--- src/rtl/fetch_pkg.sv ---
// Shared types and defaults for the instruction fetch unit: geometry,
// halt opcode nibble, FSM state encoding and a saturating counter helper.
package fetch_pkg;

  localparam int          AW_DEF       = 8;
  localparam int          DW_DEF       = 16;
  localparam logic [3:0]  HALT_NIB_DEF = 4'hF;

  typedef enum logic [1:0] {
    IDLE = 2'd0,
    RUN  = 2'd1,
    HALT = 2'd2
  } fetch_state_e;

  function automatic logic [15:0] sat_inc16(input logic [15:0] v);
    return (v == 16'hFFFF) ? v : v + 16'd1;
  endfunction

endpackage

--- src/rtl/instr_fetch_if.sv ---
// Fetch-side bundle: instruction ROM address/data, branch redirect and the
// valid/ready handoff to decode. master = fetch unit, slave = its environment.
interface instr_fetch_if #(
  parameter int AW = 8,
  parameter int DW = 16
);
  logic [AW-1:0] IMEM_A;
  logic [DW-1:0] IMEM_RD;
  logic          BR_TAKEN;
  logic [AW-1:0] BR_TARGET;
  logic [DW-1:0] INSTR;
  logic [AW-1:0] INSTR_PC;
  logic          VALID;
  logic          READY;
  logic          HALTED;

  modport master (
    output IMEM_A, INSTR, INSTR_PC, VALID, HALTED,
    input  IMEM_RD, BR_TAKEN, BR_TARGET, READY
  );

  modport slave (
    input  IMEM_A, INSTR, INSTR_PC, VALID, HALTED,
    output IMEM_RD, BR_TAKEN, BR_TARGET, READY
  );
endinterface

--- src/rtl/fetch_pc.sv ---
// Program counter: reset load, redirect mux (highest priority) and
// increment that wraps naturally modulo 2^AW.
module fetch_pc #(
  parameter int            AW       = 8,
  parameter logic [AW-1:0] RESET_PC = '0
) (
  input  logic          clk,
  input  logic          rst,
  input  logic          inc_en,
  input  logic          br,
  input  logic [AW-1:0] br_target,
  output logic [AW-1:0] pc
);

  logic [AW-1:0] pc_q, pc_d;

  always_comb begin
    pc_d = pc_q;
    if (br)
      pc_d = br_target;
    else if (inc_en)
      pc_d = pc_q + AW'(1);
  end

  always_ff @(posedge clk or posedge rst) begin
    if (rst)
      pc_q <= RESET_PC;
    else
      pc_q <= pc_d;
  end

  assign pc = pc_q;

endmodule

--- src/rtl/instr_fetch.sv ---
// Instruction fetch: drives the ROM address from the PC, registers the returned
// word for decode over VALID/READY, handles redirect and halt. Optional
// FETCH_PERF_EN adds saturating FETCH_CNT/STALL_CNT counters.
module instr_fetch
  import fetch_pkg::*;
#(
  parameter int            AW       = AW_DEF,
  parameter int            DW       = DW_DEF,
  parameter logic [AW-1:0] RESET_PC = '0,
  parameter logic [3:0]    HALT_NIB = HALT_NIB_DEF
) (
  input  logic  CLK,
  input  logic  RST,
  instr_fetch_if.master bus
`ifdef FETCH_PERF_EN
  ,
  output logic [15:0] FETCH_CNT,
  output logic [15:0] STALL_CNT
`endif
);

  fetch_state_e  state_q, state_d;
  logic          valid_q, valid_d;
  logic          halted_q, halted_d;
  logic [DW-1:0] instr_q, instr_d;
  logic [AW-1:0] instr_pc_q, instr_pc_d;
  logic [AW-1:0] pc;
  logic          br, load, fetch;

  // Redirect is ignored in IDLE; a load slot exists in RUN whenever the
  // output register is empty or being consumed this edge.
  assign br    = bus.BR_TAKEN && (state_q != IDLE);
  assign load  = (state_q == RUN) && (!valid_q || bus.READY);
  assign fetch = load && !br;

  fetch_pc #(.AW(AW), .RESET_PC(RESET_PC)) u_pc (
    .clk       (CLK),
    .rst       (RST),
    .inc_en    (fetch),
    .br        (br),
    .br_target (bus.BR_TARGET),
    .pc        (pc)
  );

  always_comb begin
    state_d    = state_q;
    valid_d    = valid_q;
    halted_d   = halted_q;
    instr_d    = instr_q;
    instr_pc_d = instr_pc_q;
    case (state_q)
      IDLE: state_d = RUN;
      RUN: begin
        if (load) begin
          instr_d    = bus.IMEM_RD;
          instr_pc_d = pc;
          valid_d    = 1'b1;
          if (bus.IMEM_RD[DW-1 -: 4] == HALT_NIB) begin
            state_d  = HALT;
            halted_d = 1'b1;
          end
        end
      end
      HALT: begin
        if (valid_q && bus.READY)
          valid_d = 1'b0;
      end
      default: state_d = IDLE;
    endcase
    // Flush wins over everything; any handshake this edge still completes.
    if (br) begin
      state_d    = RUN;
      valid_d    = 1'b0;
      halted_d   = 1'b0;
      instr_d    = instr_q;
      instr_pc_d = instr_pc_q;
    end
  end

  always_ff @(posedge CLK or posedge RST) begin
    if (RST) begin
      state_q    <= IDLE;
      valid_q    <= 1'b0;
      halted_q   <= 1'b0;
      instr_q    <= '0;
      instr_pc_q <= '0;
    end else begin
      state_q    <= state_d;
      valid_q    <= valid_d;
      halted_q   <= halted_d;
      instr_q    <= instr_d;
      instr_pc_q <= instr_pc_d;
    end
  end

  assign bus.IMEM_A   = pc;
  assign bus.INSTR    = instr_q;
  assign bus.INSTR_PC = instr_pc_q;
  assign bus.VALID    = valid_q;
  assign bus.HALTED   = halted_q;

`ifdef FETCH_PERF_EN
  logic [15:0] fetch_cnt_q, fetch_cnt_d;
  logic [15:0] stall_cnt_q, stall_cnt_d;

  always_comb begin
    fetch_cnt_d = fetch_cnt_q;
    stall_cnt_d = stall_cnt_q;
    if (fetch)
      fetch_cnt_d = sat_inc16(fetch_cnt_q);
    if ((state_q == RUN) && valid_q && !bus.READY)
      stall_cnt_d = sat_inc16(stall_cnt_q);
  end

  always_ff @(posedge CLK or posedge RST) begin
    if (RST) begin
      fetch_cnt_q <= '0;
      stall_cnt_q <= '0;
    end else begin
      fetch_cnt_q <= fetch_cnt_d;
      stall_cnt_q <= stall_cnt_d;
    end
  end

  assign FETCH_CNT = fetch_cnt_q;
  assign STALL_CNT = stall_cnt_q;
`endif

endmodule
--- src/flat_wrapper.sv ---
// flat-port wrapper written by rule: the top's interface ports become plain ports
module instr_fetch_flat import fetch_pkg::*;
#(
  parameter int            AW       = AW_DEF,
  parameter int            DW       = DW_DEF,
  parameter logic [AW-1:0] RESET_PC = '0,
  parameter logic [3:0]    HALT_NIB = HALT_NIB_DEF
)
  (CLK, RST, bus_IMEM_A, bus_INSTR, bus_INSTR_PC, bus_VALID, bus_HALTED, bus_IMEM_RD, bus_BR_TAKEN, bus_BR_TARGET, bus_READY);
  instr_fetch_if #(.AW(AW), .DW(DW)) bus_i ();
  input  logic CLK;
  input  logic RST;
  output wire logic [$bits(bus_i.IMEM_A)-1:0] bus_IMEM_A;
  output wire logic [$bits(bus_i.INSTR)-1:0] bus_INSTR;
  output wire logic [$bits(bus_i.INSTR_PC)-1:0] bus_INSTR_PC;
  output wire logic [$bits(bus_i.VALID)-1:0] bus_VALID;
  output wire logic [$bits(bus_i.HALTED)-1:0] bus_HALTED;
  input wire logic [$bits(bus_i.IMEM_RD)-1:0] bus_IMEM_RD;
  input wire logic [$bits(bus_i.BR_TAKEN)-1:0] bus_BR_TAKEN;
  input wire logic [$bits(bus_i.BR_TARGET)-1:0] bus_BR_TARGET;
  input wire logic [$bits(bus_i.READY)-1:0] bus_READY;
  assign bus_IMEM_A = bus_i.IMEM_A;
  assign bus_INSTR = bus_i.INSTR;
  assign bus_INSTR_PC = bus_i.INSTR_PC;
  assign bus_VALID = bus_i.VALID;
  assign bus_HALTED = bus_i.HALTED;
  assign bus_i.IMEM_RD = bus_IMEM_RD;
  assign bus_i.BR_TAKEN = bus_BR_TAKEN;
  assign bus_i.BR_TARGET = bus_BR_TARGET;
  assign bus_i.READY = bus_READY;
  instr_fetch #(.AW(AW), .DW(DW), .RESET_PC(RESET_PC), .HALT_NIB(HALT_NIB)) u_core (.CLK(CLK), .RST(RST), .bus(bus_i));
endmodule
--- config.mk ---
export PLATFORM = sky130hd
export DESIGN_NAME = instr_fetch_flat
export DESIGN_NICKNAME = d
export VERILOG_FILES = /design/src/rtl/fetch_pkg.sv /design/src/rtl/instr_fetch_if.sv /design/src/rtl/fetch_pc.sv /design/src/rtl/instr_fetch.sv /design/src/flat_wrapper.sv
export SDC_FILE = /design/constraint.sdc
export NUM_CORES = 1
export LEC_CHECK = 0
export ABC_CLOCK_PERIOD_IN_PS = 2300
export CAP_MARGIN = 10
export CORE_UTILIZATION = 25
export CTS_CLUSTER_DIAMETER = 120
export DETAILED_ROUTE_END_ITERATION = 16
export PLACE_DENSITY = 0.54
export RECOVER_POWER = 25
export SLEW_MARGIN = 30
export SYNTH_ARGS = -nofsm -noshare
export SYNTH_HDL_FRONTEND = slang
export SYNTH_SLANG_ARGS = --single-unit
--- constraint.sdc ---
create_clock -name CLK -period 2.3 [get_ports CLK]
set_input_delay 0.575 -clock CLK [delete_from_list [all_inputs] [get_ports CLK]]
set_output_delay 0.575 -clock CLK [all_outputs]
set_load 0.01 [all_outputs]
# Yosys cells after proc, flatten, opt, wreduce, memory -nomap -nowiden
# Index checks and enable logic that the tools add are counted.
# word_totals
out_inout_bits,34
in_bits,28
elab_cells,47
reg_bits,36
# op_classes
add_sub_neg,1
n_reduce_logical,18
n_eq_ne,7
n_mux,14
bitwise,1
# op_table
operator,n
8-bit two-way mux,2
3-bit AND reduction,4
2-bit nonzero test,5
8-bit by 1-bit adder with 8-bit output (second input constant),1
1-bit two-way mux,7
2-bit two-way mux,3
3-bit by 1-bit != test with 1-bit output (second input constant),2
2-bit one-hot mux with 3 select lines,1
4-bit == test (second input constant),1
1-bit logical AND,4
3-bit by 2-bit != test with 1-bit output (second input constant),1
3-bit nonzero test,1
2-bit by 1-bit == test with 1-bit output (second input constant),1
2-bit == test (second input constant),1
1-bit zero test,2
2-bit zero test,1
2-bit by 1-bit != test with 1-bit output (second input constant),1
1-bit one-hot mux with 2 select lines,1
1-bit logical OR,1
1-bit inverter,1

# Logic depth before layout (Yosys ltp)
# Gate-level depths: netlist of the first run.
# logic_depth
ltp_word,6
mapped_depth,8
mapped_depth_nobuf,6

# Cells and area by module
# From an unflattened synthesis of the first run, not the netlist that was laid out.
# hier_totals
hier_cells,124
area_unflattened_um2,1627.8
# by_module_without_submodules
module,cells_each,seq_area_each_um2,instances,area_per_inst_um2
instr_fetch,74,700.7,1,1182.4
fetch_pc,50,200.2,1,445.4

# Least setup slack after synthesis of the first run
# No wires, ideal clock.
# synth_timing
path_kind,register -> register
startpoint,register u_core.state_q[0]
endpoint,register u_core.instr_q[11] (netlist: u_core.bus.INSTR[11])
required_ps,2175
t_arrival_ps,1602
stages_incl_launch_ff,8
path_slack_ps,573
path_cell_list,dfrtp_1 inv_1 ha_1 nand2b_1 buf_2 nand3_4 buf_2 mux2_2
# synth_between
elab_chain_len,4
# synth_rtl
item,line,rtl
from (decl),instr_fetch.sv:22,"fetch_state_e state_q, state_d;"
from (signal assigned),instr_fetch.sv:88,state_q <= state_d;
2-bit nonzero test,instr_fetch.sv:32,assign br = bus.BR_TAKEN && (state_q != IDLE);
1-bit logical AND,instr_fetch.sv:32,
1-bit inverter (no source line),-,
3-bit AND reduction (no source line) (*),-,
to (signal assigned),instr_fetch.sv:91,instr_q <= instr_d;
to (decl),instr_fetch.sv:25,"logic [DW-1:0] instr_q, instr_d;"
# Every way passes the cells marked *; elsewhere a longest branch is shown, timed or not.
# A chain may end at the register's enable or synchronous reset.

# Final worst setup path of the first run
# layout_timing
startpoint,register u_core.u_pc.pc_q[0] (netlist: u_core.u_pc.pc[0])
endpoint,output bus_IMEM_A[0]
# layout_rtl
item,line,rtl
from (decl),fetch_pc.sv:15,"logic [AW-1:0] pc_q, pc_d;"
from (signal assigned),fetch_pc.sv:29,pc_q <= pc_d;
to (decl),flat_wrapper.sv:13,output wire logic [$bits(bus_i.IMEM_A)-1:0] bus_IMEM_A;
# No word-level cell between the ends.

==> summary.txt, run 1 <==
CTS
  • CTS tree: done
  • H-tree depth: 2
  • Hold buffers post-CTS: 0
  • Total CTS buffers: 5
  • Clk Latency, worst-skew pair: roughly 0.28 ns
  • PostCTS Resize Cnt: 0
  • Root Driver: clkbuf_8
  • Number of post-CTS setup repair buffers: 0
  • Clock transition at the registers of the reported paths: around 0.08 ns
  • Max clock buf depth: 2
  • CTS sink count: 36

Synth
  • Sequential share of the synthesized area: 54.8%
  • Most common cell in the netlist: dfrtp_1
  • Biggest area consumer among synthesized cells: dfrtp_1
  • Seq cells post-synth: 36
  • Syn Area/Cell: approximately 12 µm²
  • Syn Inst Count: about 140
  • Post-Synthesis Net Count: 167
  • Post-synth EDFFs: 0
  • Netlist cell types: 32
  • Top cell type's share of synthesized area: roughly 55%
  • Async S/R FF share, synth: 100%
  • Most common library cells after synthesis: dfrtp_1, mux2_2, nand2_1
  • Ys flop type: dfrtp_1
  • Top cells by area, synth: dfrtp_1, mux2_2, nand2_1, ha_1, o21ai_0
  • Yosys Warn Count: 0
  • Post-Synthesis Cell Area: about 0.0016 mm²

Place
  • Setup WS pre-CTS: 0.154 ns
  • Dpl hpwl: 2.62 mm
  • I/O Buffers: 61
  • Post-placement cell count: roughly 270
  • Routability congestion estimate: 0.717

Timing
  • Hold Fails Final Rpt: 0
  • Unrepaired setup endpoints after global routing: false
  • F_max: between 500 and 600 MHz
  • Period utilization: between 80% and 90%
  • Slew Limit Fails: 0
  • Headroom to the max-slew limit: 39.4%
  • Setup WS post-layout: ~0.35 ns
  • Worst-Margin Slew: about 0.9 ns
  • Post-route setup TNS: 0 ns
  • Fin crit period: slightly below 2 ns
  • Final setup fails: 0
  • Clk_skew: 0.00554 ns

Cells and area
  • Ant diodes: 0
  • Fin util: 38.6%
  • Share of cells above drive strength 1: around a fifth
  • Area delta synth->final: 49.4%
  • NumNets Final: 233
  • Fill count: 630
  • Finished Layout Cells: 279

Route
  • 1st-iter DRT viols: between 40 and 50
  • Metal2 WL: between 1.5 and 2 mm
  • DR vias/cell: 4.55
  • Via count: ~1.3k
  • Top sig layer: met4
  • Number of iterations in the first detailed-routing pass: 4
  • Routed WL: ~3.6 mm
  • DRC violations left: 0
  • Antenna Violating Nets Remaining: 0
  • Metal-1 WL: 1.64 mm
  • Met3 Routed Length: around 180 µm
  • Wire per inst: around 13 µm

Worst setup path
  • Critical Path Sink Type: primary output
  • FF-to-FF Start: u_core.state_q[1]
  • Worst path bufs/invs: 1
  • Cells along the critical path: clkdlybuf4s50_1
  • CP max FO: 6
  • Crit path launch: u_core.u_pc.pc[0]
  • WS Path Type: flip-flop to primary output
  • Cell family with most CP delay: buffers and inverters
  • Critical Path AT: ~1.4 ns
  • Worst EP required: 1.73 ns
  • Critical-path top delay cell: clkdlybuf4s50_1
  • Delay of the slowest critical-path stage: a little under 0.6 ns
  • Worst Setup Start Kind: flip-flop

Floorplan
  • Core area: about 0.0063 mm²
  • Die Footprint: between 0.006 and 0.007 mm²
  • Initial Util: approximately 26%
  • I/O pin total: 62
  • Die Span Y: a little over 80 µm
  • Die Width: 83.1 µm
  • Rows: 29

GRT
  • Initial antenna violation count: 0
  • First-pass GRT wire length: 6.03 mm
  • Vias in the first global route: 1226
  • Maximum number of pins on one net before global-route repair: 37
  • Grt ovf: 0
  • All-Layer GR Usage: 11.2%

Power
  • Pwr Density: around 1300 mW/mm²
  • Leakage: about 0.0010 µW
  • Tot Pwr: between 3000 and 4000 µW
  • Maximum VDD drop: about 0.00071 V

Hold path
  • Hold path start: u_core.bus.INSTR_PC[6]
  • Hold WC Path Type: flip-flop to flip-flop

Run status
  • Outcome: completed

Job
  • Max Cap Viol: 0
-- flip-flops by register name (all words and copies together) (netlist names) --
signal               flops
u_core.bus.HALTED        1
u_core.bus.INSTR        16
u_core.state_q           2
u_core.bus.VALID         1
u_core.bus.INSTR_PC      8
u_core.u_pc.pc           8
-- cell families (layout without fill, tap and decap cells) --
kind of cell    count (synthesis)  in the layout  synth area share [%]
flops                          36             36                  54.8
buf+inv                        10             77                  2.59
compound gates                 21             21                  7.92
mux                            24             24                  16.4
simple gates                   35             35                  12.6
fa+ha+maj                       4              4                  3.05
xor+xnor                        5              5                  2.67
-- layer usage --
layer	track usage [%]	vias to the layer above
li1	-	603
met1	14.4	629
met2	17.3	30
met3	3.48	7
met4	4.70	0
met5	0	-
-- path summary, 6_finish.rpt --
check / slack (ns) / cells past startpoint / end
min in group asynchronous: 1.00 / 3 / u_core.bus.INSTR[11]
min reg2reg: 0.49 / 2 / u_core.bus.INSTR_PC[6]
min: 0.49 / 2 / u_core.bus.INSTR_PC[6]
max reg2reg: 0.49 / 5 / u_core.u_pc.pc[7]
max: 0.35 / 1 / bus_IMEM_A[0]
max in group asynchronous: 0.73 / 3 / u_core.bus.INSTR_PC[4]
-- layout by cell type (no fill, tap or decap), types with 2 or more instances in the layout --
cell             netlist  final
a21oi_1                2      2
a31oi_1                2      2
buf_4                  0      2
clkbuf_8               0      5
clkdlybuf4s50_1        0     60
dfrtp_1               36     36
ha_1                   4      4
inv_1                  5      5
mux2_2                23     23
nand2_1               14     14
nand3_1                2      2
nand4_1                2      2
nor2_1                 3      3
nor3_1                 4      4
o21ai_0               10     10
o31ai_1                3      3
xnor2_1                4      4
-- report_power, final --
part | internal, µW | switching (µW) | total, µW
Clock | 322 | 228 | 550
Sequential | 944 | 242 | 1190
Combinational | 955 | 621 | 1580
Total | 2220 | 1090 | 3310
-- final cells by class --
cell class,instances,area (µm²),share of cell area (%)
repair buffers,64,631,25.7
multi-input cells,89,699,28.5
flip-flops and latches,36,901,36.7
clock inverters,2,35.0,1.43
well taps,77,96.3,3.93
inverters,5,18.8,0.765
clock buffers,6,72.6,2.96
-- through the flow --
step                      area, µm²  hold WS, ns
after floorplan                1640        0.516
after global placement         2350        0.469
after detailed placement       2350        0.479
after CTS                      2460        0.495
after global routing           2450        0.520
final                          2450        0.488
(Power assumes the default switching activity.)
==> inputs of run 2 (changes only) <==
- ABC_CLOCK_PERIOD_IN_PS: 2300 -> 1960
- clock period: 2.3 -> 1.96 ns (I/O delays scaled with it)
==> summary.txt, run 2 (synthesized netlist as in run 1, its figures left out) <==
Timing
  • Worst-Margin Slew: roughly 0.9 ns
  • Clk_skew: 0.00517 ns
  • Setup WS post-layout: between 0.08 and 0.09 ns
  • Fin crit period: between 1.5 and 2 ns
  • Hold Fails Final Rpt: 0
  • Slew Limit Fails: 0
  • Headroom to the max-slew limit: 39.4%
  • Final setup fails: 0
  • Unrepaired setup endpoints after global routing: false
  • F_max: 535 MHz
  • Period utilization: a little over nine tenths

GRT
  • Grt ovf: 0
  • First-pass GRT wire length: between 6 and 7 mm
  • Initial antenna violation count: 0
  • All-Layer GR Usage: a little under an eighth
  • Maximum number of pins on one net before global-route repair: 37
  • Vias in the first global route: around 1.3k

Worst setup path
  • Critical Path AT: 1.38 ns
  • Crit. path cell count: 1
  • Worst EP required: 1.47 ns
  • Critical-path top delay cell: clkdlybuf4s50_1
  • Delay of the slowest critical-path stage: 0.60 ns
  • WS Path Type: flip-flop to primary output
  • Cells along the critical path: clkdlybuf4s50_1
  • Worst path bufs/invs: 1
  • Cell family with most CP delay: buffers and inverters
  • Worst Setup Start Kind: flip-flop
  • CP max FO: 6
  • Reg2Reg Depth: 5
  • Critical Path Sink Type: primary output

Power
  • Sw Ratio: 32.8%
  • Tot Pwr: between 3000 and 4000 µW
  • Sequential power share: about 34%
  • Leakage: roughly 0.0010 µW
  • Switching pwr: around 1300 µW
  • Pwr Density: between 1500 and 2000 mW/mm²
  • Maximum VDD drop: a little over 0.0005 V
  • Clock Power Share: roughly 16%
  • Gate power share: between 40 and 50%
  • Power Internal: roughly 2700 µW

Floorplan
  • Die Span Y: 83.1 µm
  • Initial Util: between 20% and 30%
  • Core area: approximately 0.0063 mm²
  • Die Footprint: ~0.007 mm²
  • Rows: 29
  • I/O pin total: slightly above 60
  • Die Width: roughly 83 µm

Cells and area
  • Commonest non-fill, non-tap cell in the layout: clkdlybuf4s50_1
  • Most frequent cells in the layout: clkdlybuf4s50_1, dfrtp_1, mux2_2
  • Ant diodes: 0
  • Fin area: about 0.0025 mm²
  • Fill count: between 600 and 700
  • Share of cells above drive strength 1: between 20 and 25%
  • NumNets Final: 238
  • Area delta synth->final: 52.4%
  • Fin util: roughly two fifths
  • Largest register FFs: 16

Route
  • DRC violations left: 0
  • Routed WL: between 3 and 4 mm
  • Wire per inst: between 10 and 15 µm
  • Via count: about 1.3k
  • Number of iterations in the first detailed-routing pass: 4
  • DR vias/cell: approximately 4.5
  • 1st-iter DRT viols: 21
  • Antenna Violating Nets Remaining: 0

Run status
  • Outcome: completed

CTS
  • Clock transition at the registers of the reported paths: around 0.070 ns
  • CTS tree: done
  • Max clock buf depth: 2
  • Hold buffers post-CTS: 0
  • PostCTS Resize Cnt: 0
  • Number of post-CTS setup repair buffers: 0
  • Root Driver: clkbuf_8
  • H-tree depth: 2
  • CTS sink count: 36
  • Total CTS buffers: 5
  • Clk Latency, worst-skew pair: ~0.28 ns

Place
  • Routability congestion estimate: approximately 0.74
  • I/O Buffers: between 60 and 70
  • Cell Area, Placed: around 0.0024 mm²
  • Setup WS pre-CTS: -0.0401 ns
  • Dpl hpwl: 2.72 mm

Job
  • Max Cap Viol: 0

Hold path
  • Hold path cells: 2
  • Hold WC Path Type: flip-flop to flip-flop
## run 2: cell types whose count changed in the layout (fill, tap and decap cells not counted), sizes merged
cell and delta:
buf +5
## run 2: final timing paths
kind | start | end | slack (ns)
setup / recovery | u_core.u_pc.pc[0] | bus_IMEM_A[0] | 0.09
hold / removal | u_core.bus.INSTR_PC[6] | u_core.bus.INSTR_PC[6] | 0.50
setup reg to reg | u_core.state_q[1] | u_core.u_pc.pc[7] | 0.18
hold reg to reg | u_core.bus.INSTR_PC[6] | u_core.bus.INSTR_PC[6] | 0.50
max in group asynchronous | RST | u_core.bus.INSTR_PC[0] | 0.48
min in group asynchronous | RST | u_core.bus.INSTR[11] | 0.92
## run 2: area by class of cell
cell class	count	area (µm²)	share of cell area, %
inverter	5	18.8	0.750
tap	77	96.3	3.85
timing repair buffer	69	681	27.2
sequential	36	901	36.0
multi-input combinational	89	699	27.9
clock inverter	2	35.0	1.40
clock buffer	6	72.6	2.90
## run 2: power groups by stage
stage / Clock [µW] / Sequential, µW / Combinational (µW)
floorplan: 0 / 1530 / 825
global placement: 0 / 1370 / 2010
detailed placement: 0 / 1390 / 2020
CTS: 669 / 1370 / 2020
global route: 694 / 1420 / 2150
finish: 633 / 1370 / 1990
## run 2: routing by layer
layer / vias to the layer above / part of all wire, % / global-route usage, %
met5: - / 0 / 0
met3: 4 / 5.6 / 3.18
met4: 0 / 1.5 / 5.17
li1: 616 / - / -
met1: 621 / 45 / 14.8
met2: 41 / 48 / 17.7
## run 2: through the flow
stage,hold slack (ns),setup TNS (ns),instances
3_3_place_gp,0.469,-0.0103,276
6_report,0.500,0,284
2_1_floorplan,0.516,0,135
3_5_place_dp,0.493,-0.0475,276
5_1_grt,0.523,0,284
4_1_cts,0.511,0,284
